===== src/rtl/serial_add_ctrl.sv =====
`default_nettype none
// ============================================================================
//  Module   : serial_add_ctrl (with leaf cell fa)
//  Purpose  : Bit-serial add/subtract unit. A single 1-bit full adder is
//             stepped LSB-first over WIDTH clock cycles, so one adder cell
//             serves every bit position of the operands.
//  Ports    : clk       - rising-edge clock
//             reset_n   - asynchronous active-low reset
//             start     - request, accepted only in IDLE or DONE
//             sub       - 0: a+b, 1: a-b (sampled with start)
//             a, b      - WIDTH-bit operands (sampled with start)
//             busy      - high while an operation is running
//             done      - one-cycle completion pulse
//             result    - sum/difference, held until the next completion
//             cout      - final carry out (sub: 1 means a>=b unsigned)
//             overflow  - signed overflow of the completed operation
//  Revision : 1.0  initial release
// ============================================================================

// ----------------------------------------------------------------------------
//  fa : 1-bit full adder
// ----------------------------------------------------------------------------
module fa (
    input  logic a_i,
    input  logic b_i,
    input  logic c_i,
    output logic s_o,
    output logic c_o
);
    assign s_o = a_i ^ b_i ^ c_i;
    assign c_o = (a_i & b_i) | (a_i & c_i) | (b_i & c_i);
endmodule

// ----------------------------------------------------------------------------
//  serial_add_ctrl : sequencer around the shared full adder
// ----------------------------------------------------------------------------
module serial_add_ctrl #(
    parameter int WIDTH = 8
) (
    input  logic             clk,
    input  logic             reset_n,
    input  logic             start,
    input  logic             sub,
    input  logic [WIDTH-1:0] a,
    input  logic [WIDTH-1:0] b,
    output logic             busy,
    output logic             done,
    output logic [WIDTH-1:0] result,
    output logic             cout,
    output logic             overflow
);

    localparam int                 CNT_W    = $clog2(WIDTH);
    localparam logic [CNT_W-1:0]   CNT_LAST = CNT_W'(WIDTH - 1);
    localparam logic [CNT_W-1:0]   CNT_ONE  = CNT_W'(1);

    typedef enum logic [1:0] {
        S_IDLE = 2'd0,
        S_RUN  = 2'd1,
        S_DONE = 2'd2
    } state_t;

    state_t             state_q;
    logic [WIDTH-1:0]   opa_q;
    logic [WIDTH-1:0]   opb_q;
    logic [WIDTH-1:0]   acc_q;      // sum bits enter at the MSB and walk down
    logic [CNT_W-1:0]   cnt_q;
    logic               carry_q;
    logic               busy_q;
    logic               done_q;
    logic [WIDTH-1:0]   result_q;
    logic               cout_q;
    logic               ovf_q;

    // Combinational outputs of the shared adder cell
    logic               sum_d;
    logic               carry_d;

    fa u_fa (
        .a_i (opa_q[0]),
        .b_i (opb_q[0]),
        .c_i (carry_q),
        .s_o (sum_d),
        .c_o (carry_d)
    );

    always_ff @(posedge clk or negedge reset_n) begin
        if (!reset_n) begin
            state_q  <= S_IDLE;
            opa_q    <= '0;
            opb_q    <= '0;
            acc_q    <= '0;
            cnt_q    <= '0;
            carry_q  <= 1'b0;
            busy_q   <= 1'b0;
            done_q   <= 1'b0;
            result_q <= '0;
            cout_q   <= 1'b0;
            ovf_q    <= 1'b0;
        end else begin
            unique case (state_q)
                S_IDLE, S_DONE: begin
                    done_q <= 1'b0;
                    if (start) begin
                        // Subtraction is a + ~b + 1; the +1 rides in as carry-in.
                        opa_q   <= a;
                        opb_q   <= sub ? ~b : b;
                        carry_q <= sub;
                        cnt_q   <= '0;
                        busy_q  <= 1'b1;
                        state_q <= S_RUN;
                    end else begin
                        state_q <= S_IDLE;
                    end
                end
                S_RUN: begin
                    acc_q   <= {sum_d, acc_q[WIDTH-1:1]};
                    opa_q   <= {1'b0, opa_q[WIDTH-1:1]};
                    opb_q   <= {1'b0, opb_q[WIDTH-1:1]};
                    carry_q <= carry_d;
                    cnt_q   <= cnt_q + CNT_ONE;
                    if (cnt_q == CNT_LAST) begin
                        // carry_q here is the carry into the MSB.
                        result_q <= {sum_d, acc_q[WIDTH-1:1]};
                        cout_q   <= carry_d;
                        ovf_q    <= carry_q ^ carry_d;
                        busy_q   <= 1'b0;
                        done_q   <= 1'b1;
                        state_q  <= S_DONE;
                    end
                end
                default: begin
                    busy_q  <= 1'b0;
                    done_q  <= 1'b0;
                    state_q <= S_IDLE;
                end
            endcase
        end
    end

    assign busy     = busy_q;
    assign done     = done_q;
    assign result   = result_q;
    assign cout     = cout_q;
    assign overflow = ovf_q;

endmodule
`default_nettype wire


===== config.mk =====
export PLATFORM = sky130hd
export DESIGN_NAME = serial_add_ctrl
export DESIGN_NICKNAME = d
export VERILOG_FILES = /design/src/rtl/serial_add_ctrl.sv
export SDC_FILE = /design/constraint.sdc
export NUM_CORES = 1
export LEC_CHECK = 0
export BUFFER_PORTS_ARGS = -buffer_cell sky130_fd_sc_hd__buf_2
export CAP_MARGIN = 5
export CORE_UTILIZATION = 40
export DETAILED_ROUTE_END_ITERATION = 10
export SYNTH_ARGS = -nofsm -noshare
export SYNTH_HDL_FRONTEND = slang
export SYNTH_SLANG_ARGS = --single-unit

===== constraint.sdc =====
create_clock -name clk -period 1.5 [get_ports clk]
set_input_delay 0.45 -clock clk [delete_from_list [all_inputs] [get_ports clk]]
set_output_delay 0.45 -clock clk [all_outputs]
set_load 0.01 [all_outputs]

* After elaboration in Yosys (flattened, before gate mapping) *
Index checks and enable logic that the tools add are counted.

operators by class
  mux-type cells = 17
  equality and inequality tests = 5
  add/subtract/negate cells = 1
  bitwise logic cells = 9
  reduce and logical (&&, ||, !) cells = 6

operators by type and width
  kind                                                  count
  one-hot mux 8 bit (2 select lines)                    2
  two-way mux 8 bit                                     3
  NOT 8 bit                                             1
  two-way mux 1 bit                                     6
  one-hot mux 3 bit (2 select lines)                    1
  AND reduction 2 bit                                   3
  != test 2 bit (second input constant)                 2
  one-hot mux 1 bit (2 select lines)                    2
  one-hot mux 2 bit (2 select lines)                    1
  adder 3 x 1 -> 3 bit (second input constant)          1
  bitwise AND 1 bit                                     3
  equality test 3 bit (second input constant)           1
  two-way mux 3 bit                                     1
  XOR 1 bit                                             3
  equality test 2 x 1 -> 1 bit (second input constant)  1
  equality test 2 bit (second input constant)           1
  logical NOT 2 bit                                     1
  two-way mux 2 bit                                     1
  bitwise OR 1 bit                                      2
  nonzero test 2 bit                                    1
  OR reduction 2 bit                                    1

word-level totals
  input bits = 20
  flip-flop bits (word level) = 42
  output and inout port bits = 12

* Longest topological paths before layout *
Gate-level depths: netlist (run 1).

  depth in word-level cells = 4
  depth in mapped cells = 6
  gate-level depth less buffers = 5

* By module *
Synthesis (run 1) repeated with hierarchy kept, for this count alone.

second synthesis, totals
  cells, all modules = 126
  area, all modules = 1702.9 µm²

modules (own cells, without submodules)
  module           seq. area each (µm²)  area each (µm²)  instances  cells each
  serial_add_ctrl  1001.0                1682.9           1          125
  fa               0.0                   20.0             1          1

* Worst setup path before layout (run 1) *
OpenSTA, ideal clock, no wires.

  kind = reg-to-reg
  from = register cnt_q[0]
  to = register cout_q (netlist: cout)
  library setup time = 125 ps
  setup slack = -39 ps
  required time = 1375 ps
  path buffers = 1
  data arrival time = 1414 ps
  stages on the path, launching flop included = 6
  clock period less this slack = 1539 ps
  cells stage by stage = dfrtp_1 > ha_1 > ha_1 > nand3b_1 > buf_2 > mux2_2

on the way
  longest elaborated chain between the ends = 2

RTL lines
  element                        RTL line  text
  from (decl)                    67        logic [CNT_W-1:0] cnt_q;
  from (signal assigned)         121       cnt_q <= cnt_q + CNT_ONE;
  equality test 3 bit            122       if (cnt_q == CNT_LAST) begin
  AND reduction 2 bit (no line)  -
  to (signal assigned)           125       cout_q <= carry_d;
  to (decl)                      72        logic cout_q;

Every way passes these cells.
A chain may end at the register's enable or synchronous reset.

* Worst setup path in the final report (run 1) *
  from = register cnt_q[0]
  to = register result_q[3] (netlist: result[3])

on the way
  longest elaborated chain between the ends = 2

RTL lines
  element                        RTL line  text
  equality test 3 bit            122
  AND reduction 2 bit (no line)  -
  to (signal assigned)           124       result_q <= {sum_d, acc_q[WIDTH-1:1]};
  to (decl)                      71        logic [WIDTH-1:0] result_q;

Every way passes these cells.

==> flow_metrics.tcl, run 1 <==
set metrics [dict create \
    drive_gt1_share_pct 43.02 \
    syn_to_final_growth_pct 26.97 \
    top_layer "met4" \
    diodes 0 \
    ys_ff_latch 40 \
    die_area_um2 4522 \
    synth_cell_types 20 \
    ant_nets 0 \
    syn_area_um2 1703 \
    status "complete, no violations" \
    route.detailed.drc 0 \
    fmax_ghz 0.6757 \
    clk_pin_slew_worst_paths_ps 80 \
    synth_nets 149 \
    wire_per_inst_um 15.32 \
    required_ps 1670 \
    critPathMaxFanout 6 \
    fin_ws_ps 19.97 \
    clock_sinks 40 \
    cts_buffer_depth 2 \
    grt_first_pass_wirelength_um 5568 \
    setup_viol 0 \
    yosysWarningCount 0 \
    wl_um 3401 \
    syn_area_per_cell_um2 13.51 \
    fin_hold_ws_ps 95.83 \
    wl_met1_um 1600 \
    antenna_found_initial 0 \
    nFillCells 350 \
    vias 1134 \
    dpl.cell_count 209 \
    vias_per_cell 5.108 \
    syn_inst 126 \
    arrival_ps 1650 \
    timing.slew.headroom_pct 70.23 \
    cap_violations 0 \
    fin_crit_sh_pct 98.67 \
    detailedRoute.firstPassIterationCount 4 \
    first_global_vias 1103 \
    portBuffers 31 \
    grt-ovfl-total 0 \
    worst_skew_pair.late_latency_ps 290 \
    core_area_um2 4058 \
    final-instance-count-excl-fill 222 \
    skew_ps 7.340 \
    met2_length_um 1646 \
    grt_usage_pct 17.26 \
    crit_path_end_kind "flip-flop" \
    power_leakage_nw 1.108 \
    route.met3.wl_um 121 \
    synth_seq_area_share_pct 58.78 \
    hold_viol_final 0 \
    rows 23 \
    nets 194 \
    numCtsBuffers 5 \
    worst_ir_drop_vdd_mv 0.8147 \
    root_buffer "clkbuf_8" \
    pin_count 32 \
    hp-class "in2async" \
    hpwl_um 2305 \
    die_x_um 67.25 \
    slew_viol_final 0 \
    ctsHtreeMaxLevel 2 \
    fp.dieH_um 67.25 \
    tightestPinTransition_ps 446.5 \
    crit_path_start_kind "flip-flop" \
    critPathKind "reg2reg" \
    powerDensity_nw_per_um2 2194 \
    start_util_pct 41.97 \
    grt_max_degree 24 \
    gp_congestion 0.7185 \
    rsz0062_at_grt "yes" \
    final_util_pct 53.28 \
    drtIter0Drc 60 \
    dpl_worst_slack_ps -20.54 \
    fin_crit_ps 1480 \
    cts_tree "yes" \
]
-- report_power, final --
group / internal, mW / total [mW] / switching, mW
clock: 0.494 / 0.853 / 0.360
sequential: 1.60 / 1.91 / 0.319
combinational: 1.16 / 1.98 / 0.819
total: 3.25 / 4.74 / 1.50
-- layer usage --
| metal | GRT usage [%] | vias up |
|---|---|---|
| met3 | 6.081 | 5 |
| met1 | 22.33 | 568 |
| li1 | - | 535 |
| met4 | 4.787 | 0 |
| met2 | 27.25 | 26 |
| met5 | 0 | - |
-- per-stage QoR --
step	cell area, µm²	power (mW)	TNS (ps)
2_1_floorplan	1705	3.150	0
3_3_place_gp	1973	3.629	0
3_5_place_dp	1973	3.720	-94.64
4_1_cts	2198	4.824	-85.45
5_1_grt	2162	5.105	-202.2
6_report	2162	4.743	0
-- cell type report --
| type | count | area [µm²] | area share [%] |
|---|---|---|---|
| Tap cell | 50 | 62.56 | 2.894 |
| Inverter | 2 | 7.507 | 0.3472 |
| Clock buffer | 6 | 72.57 | 3.356 |
| Timing Repair Buffer | 47 | 295.3 | 13.66 |
| Clock inverter | 2 | 35.03 | 1.620 |
| Multi-Input combinational cell | 75 | 688.2 | 31.83 |
| Sequential cell | 40 | 1001 | 46.30 |
-- sequential cells by signal (all words and copies together), names as in the netlist --
| signal | cells |
|---|---|
| state_q | 1 |
| opa_q | 8 |
| carry_q | 1 |
| done | 1 |
| cout | 1 |
| acc_q | 7 |
| result | 8 |
| cnt_q | 3 |
| opb_q | 8 |
| overflow | 1 |
| busy | 1 |
-- cells in the mapped netlist --
master	instances	share of area, %
ha_1	2	1.5
a221o_1	7	4.1
nor2b_1	2	0.73
a21o_1	8	3.5
nand2b_1	1	0.37
clkbuf_1	2	0.44
buf_2	4	1.2
mux2_2	17	11
nor2_1	10	2.2
o21ai_0	3	0.88
buf_6	2	1.3
nand3b_1	1	0.44
buf_4	1	0.44
dfrtp_1	40	59
xnor2_1	8	4.1
xor2_1	1	0.51
a22o_1	12	6.2
nand2_1	2	0.44
inv_1	2	0.44
fa_1	1	1.2
-- placed cells by master (no fill, tap or decap), types with 2 or more instances in the layout --
| master | synthesis | final |
|---|---|---|
| dfrtp_1 | 40 | 40 |
| buf_2 | 4 | 31 |
| buf_4 | 1 | 13 |
| a22o_1 | 12 | 12 |
| nor2_1 | 10 | 10 |
| mux2_4 | 0 | 9 |
| a21o_1 | 8 | 8 |
| xnor2_1 | 8 | 8 |
| mux2_2 | 17 | 8 |
| a221o_1 | 7 | 7 |
| clkbuf_8 | 0 | 5 |
| o21ai_0 | 3 | 3 |
| nand2_1 | 2 | 2 |
| inv_1 | 2 | 2 |
| buf_6 | 2 | 2 |
-- cells by family after synthesis --
| family | Yosys count | share of synthesized area, % |
|---|---|---|
| fa+ha+maj | 3 | 2.645 |
| mux | 17 | 11.24 |
| simple gates | 16 | 4.189 |
| compound gates | 30 | 14.70 |
| flops | 40 | 58.78 |
| buf+inv | 11 | 3.821 |
| xor+xnor | 9 | 4.629 |
-- final timing paths --
kind                       depth (start not counted)        end  slack, ps     start
max reg2reg                                        5  result[3]         20  cnt_q[0]
min reg2reg                                        1   opa_q[1]        480  opa_q[1]
min                                                1  result[5]        100   reset_n
min in group clk                                   2   opa_q[7]        400      a[7]
max                                                5  result[3]         20  cnt_q[0]
max in group asynchronous                          2       busy        930   reset_n
-- worst max-delay path, cell delays in order (launching register included) --
cell and delay, ps:
dfrtp_1 400, ha_2 210, ha_4 150, nand3b_1 140, buf_6 170, mux2_4 300
-- timing repair --
action | CTS | global route
setup endpoints to repair | 9 | 9
buffers inserted | 5 | 1
endpoints found under the hold margin | 0 | 0
resized for setup | 14 | 1
pin swaps | 2 | 1
hold buffers | 0 | 0
cloned | 1 | 0
(Power assumes the default switching activity.)
==> run 2, diff against run 1 <==
BUFFER_PORTS_ARGS = -buffer_cell sky130_fd_sc_hd__buf_4   (was -buffer_cell sky130_fd_sc_hd__buf_2)
CELL_PAD_IN_SITES_DETAIL_PLACEMENT = 0   (was default)
CELL_PAD_IN_SITES_GLOBAL_PLACEMENT = 1   (was default)
CORE_UTILIZATION = 39   (was 40)
PLACE_DENSITY_LB_ADDON = 0.1   (was default)
==> run 2 against run 1 <==
Effect of this change:
- the run now ends with negative setup slack left
- clock skew about the same
- final cell count down 0.45%
- power up 0.32%
- combinational power is 6% higher
- first-iteration DRC count fell by 65%
- critical path type unchanged
- largest cell class unchanged
- largest power group unchanged
- highest routed layer unchanged
==> flow_metrics.tcl, run 2 (synthesis results as in run 1) <==
set metrics [dict create \
    seqCellArea_um2 1001 \
    grt_first_pass_wirelength_um 5278 \
    setup_viol 6 \
    hold_viol_final 0 \
    cap_violations 0 \
    dpl.cell_count 206 \
    critPathMaxFanout 6 \
    fin_crit_ps 1524 \
    layout_commonest_cell "buf_4" \
    grt-ovfl-total 0 \
    route.detailed.drc 0 \
    r2r-start "cnt_q[0]" \
    antenna_found_initial 0 \
    detailedRoute.firstPassIterationCount 3 \
    root_buffer "clkbuf_8" \
    rsz0062_at_grt "yes" \
    crit_path_end_kind "flip-flop" \
    powerDensity_nw_per_um2 2121 \
    die_area_um2 4635 \
    slew_viol_final 0 \
    worst_skew_pair.late_latency_ps 290 \
    wl_um 3205 \
    numCtsBuffers 5 \
    nFillCells 377 \
    p_clk_share_pct 15.5 \
    vias_per_cell 4.986 \
    clock_sinks 40 \
    r2r_cells 6 \
    start_util_pct 41.67 \
    first_global_vias 1127 \
    most-common-layout-cells "buf_4 (42), dfrtp_1 (40), a22o_1 (12)" \
    comb_power_share_pct 44.1 \
    grt_max_degree 41 \
    hp-class "in2async" \
    drtIter0Drc 21 \
    status "finished, violations left" \
    gp_congestion 0.7179 \
    r2r-end "result[7]" \
    diodes 0 \
    crit_path_start_kind "flip-flop" \
    p_int_mw 3.242 \
    fp.dieH_um 68.08 \
    rows 23 \
    final-instance-count-excl-fill 221 \
    p_sw_share_pct 31.87 \
    wire_per_inst_um 14.50 \
    pin_count 32 \
    seqPwrFrac_pct 40.4 \
    syn_to_final_growth_pct 31.74 \
    fmax_ghz 0.6561 \
    ant_nets 0 \
    critPathKind "reg2reg" \
    p_switching_mw 1.517 \
    portBuffers 31 \
    required_ps 1670 \
    core_area_um2 4086 \
    vias 1102 \
    grt_usage_pct 16.13 \
    rrSetupSlack_ps -20 \
    power_leakage_nw 1.135 \
    die_x_um 68.08 \
    hold_buffers 0 \
    tightestPinTransition_ps 514.2 \
    timing.slew.headroom_pct 65.72 \
    multi_input_area_um2 694.4 \
    cts_tree "yes" \
    nets 193 \
    fin_crit_sh_pct 101.6 \
    fin_ws_ps -24.19 \
    drive_gt1_share_pct 44.44 \
    cts_buffer_depth 2 \
    violations "negative setup slack" \
    skew_ps 7.586 \
    dpl_worst_slack_ps -35.91 \
    hpwl_um 2123 \
    clk_pin_slew_worst_paths_ps 80 \
    worst_ir_drop_vdd_mv 0.5970 \
    arrival_ps 1700 \
    final_util_pct 54.90 \
    ctsHtreeMaxLevel 2 \
]
-- run 2: area by class of cell --
| cell class | instances | share of cell area, % |
|---|---|---|
| sequential | 40 | 44.62 |
| multi-input combinational | 75 | 30.95 |
| timing repair buffer | 46 | 17.18 |
| clock buffer | 6 | 3.681 |
| tap | 50 | 2.789 |
| clock inverter | 2 | 0.4462 |
| inverter | 2 | 0.3346 |
-- run 2: metal layers --
metal / vias to the layer above / part of all wire [%] / global-route usage, %
met4: 0 / 1.7 / 7.031
li1: 536 / - / -
met2: 28 / 47 / 26.72
met1: 530 / 47 / 19.01
met3: 8 / 4.6 / 5.167
met5: - / 0 / 0
-- run 2: worst max-delay path by stage --
stage / start / endpoint / cells past startpoint
final: cnt_q[0] / result[7] / 6
after detailed placement: cnt_q[0] / result[7] / 5
after CTS: cnt_q[1] / result[7] / 6
after floorplan: cnt_q[0] / cout / 5
after global routing: cnt_q[0] / result[7] / 6
after global placement: cnt_q[0] / result[6] / 5
-- run 2: repair_timing --
item	CTS	global route
pin swaps	1	1
cloned	1	0
buffers inserted	5	1
gates resized for setup	14	4
endpoints found under the setup margin	9	11
-- run 2: per-stage QoR --
stage,instance area [µm²],TNS [ps],hold WS [ps],total power [mW]
2_1_floorplan,1705,0,154.4,3.150
4_1_cts,2226,-106.5,137.2,4.770
6_report,2243,-93.09,130.6,4.758
5_1_grt,2243,-547.4,152.3,5.135
3_3_place_gp,2016,0,448.4,3.696
3_5_place_dp,2016,-139.4,465.2,3.786
-- run 2: power by group through the flow --
stage / combinational [mW] / clock [mW] / sequential [mW]
floorplan: 1.24 / 0 / 1.91
global placement: 1.79 / 0 / 1.91
detailed placement: 1.86 / 0 / 1.93
CTS: 2.08 / 0.761 / 1.93
global route: 2.33 / 0.814 / 2.00
finish: 2.10 / 0.737 / 1.92
-- run 2: critical path: stages (launching register included) --
cell,delay [ps]
dfrtp_1,390
ha_2,200
ha_4,150
nand3b_1,100
buf_6,130
buf_12,130
mux2_4,300
==> run 3, diff against run 2 <==
--- a/config.mk
+++ b/config.mk
@@ -11,5 +11,7 @@
 export CELL_PAD_IN_SITES_GLOBAL_PLACEMENT = 1
 export CORE_UTILIZATION = 39
+export CTS_CLUSTER_DIAMETER = 50
 export DETAILED_ROUTE_END_ITERATION = 10
+export GPL_TIMING_DRIVEN = 0
 export PLACE_DENSITY_LB_ADDON = 0.1
 export SYNTH_ARGS = -nofsm -noshare
==> constraint.sdc (replaced) <==
create_clock -name clk -period 1.5 [get_ports clk]
set_input_delay 0.3 -clock clk [delete_from_list [all_inputs] [get_ports clk]]
set_output_delay 0.3 -clock clk [all_outputs]
set_load 0.01 [all_outputs]
==> run 3 against run 2 <==
Effect of this change:
- the run still ends with negative setup slack left
- routed wire length rose by 1.3%
- die area did not move
- first-iteration DRC count rose to 3.4 times the previous value
- global-route usage fell by 0.41 points
- critical path depth fell by 1
- clock power fell by 1%
- core utilization fell by 1.0 points
- hold slack improved by 100 ps
- sequential power barely moved
- clock-buffer cell count rose by 2
==> flow_metrics.tcl, run 3 (synthesis results as in run 1) <==
set metrics [dict create \
    status "finished, violations left" \
    violations "negative setup slack" \
    hpwl_um 2112 \
    core_area_um2 4086 \
    ant_nets 0 \
    syn_to_final_growth_pct 29.24 \
    most-common-layout-cells "buf_4 (40), dfrtp_1 (40), a22o_1 (12), mux2_2 (12), nor2_1 (10)" \
    first_global_vias 1103 \
    die_area_um2 4635 \
    wire_per_inst_um 14.49 \
    nets 196 \
    diodes 0 \
    cp_slowest_cell "dfrtp_1" \
    crit_chain "ha_2 -> ha_4 -> nand3b_1 -> buf_4 -> mux2_2" \
    root_buffer "clkbuf_8" \
    route.detailed.drc 0 \
    tns_ps -37.65 \
    rsz0062_at_grt "yes" \
    p_int_mw 3.183 \
    critPathMaxFanout 4 \
    pin_count 32 \
    timing.slew.headroom_pct 65.59 \
    fp.dieH_um 68.08 \
    antenna_found_initial 0 \
    powerDensity_nw_per_um2 2113 \
    arrival_ps 1690 \
    p_switching_mw 1.467 \
    start_util_pct 41.67 \
    worst_ir_drop_vdd_mv 0.5770 \
    grt-ovfl-total 0 \
    p_clk_share_pct 15.6 \
    crit_path_end_kind "flip-flop" \
    cts_buffer_depth 2 \
    gp_congestion 0.7470 \
    wl_um 3246 \
    worst_skew_pair.late_latency_ps 290 \
    power_leakage_nw 1.094 \
    hold_viol_final 0 \
    rows 23 \
    grt_max_degree 41 \
    grt_usage_pct 15.72 \
    vias 1137 \
    critPathKind "reg2reg" \
    cap_violations 0 \
    drtIter0Drc 72 \
    tightestPinTransition_ps 516.2 \
    setup_viol 3 \
    crit_path_start_kind "flip-flop" \
    slew_viol_final 0 \
    seqPwrFrac_pct 41.1 \
    cts_tree "yes" \
    grt_first_pass_wirelength_um 5140 \
    drive_gt1_share_pct 40.80 \
    fin_crit_ps 1517 \
    fmax_ghz 0.6592 \
    p_sw_share_pct 31.54 \
    fin_hold_ws_ps 234.0 \
    die_x_um 68.08 \
    numCtsBuffers 5 \
    required_ps 1680 \
    fin_crit_sh_pct 101.1 \
    crit_path_max_incr_delay_ps 400 \
    comb_power_share_pct 43.3 \
    clk_pin_slew_worst_paths_ps 70 \
    vias_per_cell 5.076 \
    ctsHtreeMaxLevel 2 \
    skew_ps 2.595 \
    portBuffers 30 \
    fin_ws_ps -16.93 \
    hp-class "in2reg" \
    clock_sinks 40 \
    detailedRoute.firstPassIterationCount 4 \
]
run 3: area by class of cell:
type                    count  area [µm²]
plain buffers               9       66.31
well taps                  50       62.56
fillers                   377        1886
multi-input cells          75       670.6
inverters                   2       7.507
flip-flops and latches     40        1001
repair buffers             40       302.8
clock buffers               8       90.09
run 3: per-stage QoR:
stage | power [mW] | std cells | instance area [µm²] | util [%] | setup slack, ps
detailed placement | 3.752 | 206 | 1993 | 48.78 | -135.1
floorplan | 3.150 | 126 | 1705 | - | 4.267
global route | 5.023 | 224 | 2201 | 53.86 | -72.24
finish | 4.650 | 224 | 2201 | 53.86 | -16.93
global placement | 3.666 | 206 | 1993 | 48.78 | -106.2
CTS | 4.571 | 221 | 2151 | 52.63 | 4.538
run 3: worst paths after layout:
| kind | endpoint | startpoint | slack, ps | cells past startpoint |
|---|---|---|---|---|
| max | result[7] | cnt_q[1] | -20 | 5 |
| min reg2reg | opa_q[4] | opa_q[4] | 480 | 1 |
| min in group asynchronous | result[1] | reset_n | 530 | 2 |
| max in group asynchronous | opb_q[7] | reset_n | 620 | 2 |
| max reg2reg | result[7] | cnt_q[1] | -20 | 5 |
| min | opa_q[7] | a[7] | 230 | 2 |
run 3: critical path, delay by kind of cell (launching register included):
kind	cells	cell delay, ps
adders and majority gates	2	360
muxes	1	320
DFF	1	400
buffers and inverters	1	170
and+or+nand+nor	1	160
run 3: repair_timing:
item / CTS / global route
resized for setup: 5 / 6
endpoints found under the setup margin: 7 / 16
endpoints found under the hold margin: 27 / 0
hold buffers: 1 / 0
gates cloned: 1 / 0
setup buffers: 5 / 3
run 3: per-layer routing:
layer  part of all wire (%)  wire, µm  global-route usage (%)  vias up
met5                      0         0                       0        -
met3                    4.8       156                   6.000        5
li1                       -         -                       -      544
met1                     47      1518                   19.49      558
met4                    1.4        44                   6.250        0
met2                     47      1526                   24.51       30
run 3: power groups by stage:
stage	sequential [mW]	clock [mW]	combinational (mW)
finish	1.91	0.727	2.01
global route	1.99	0.795	2.24
CTS	1.91	0.751	1.91
detailed placement	1.93	0	1.83
global placement	1.90	0	1.77
floorplan	1.91	0	1.24
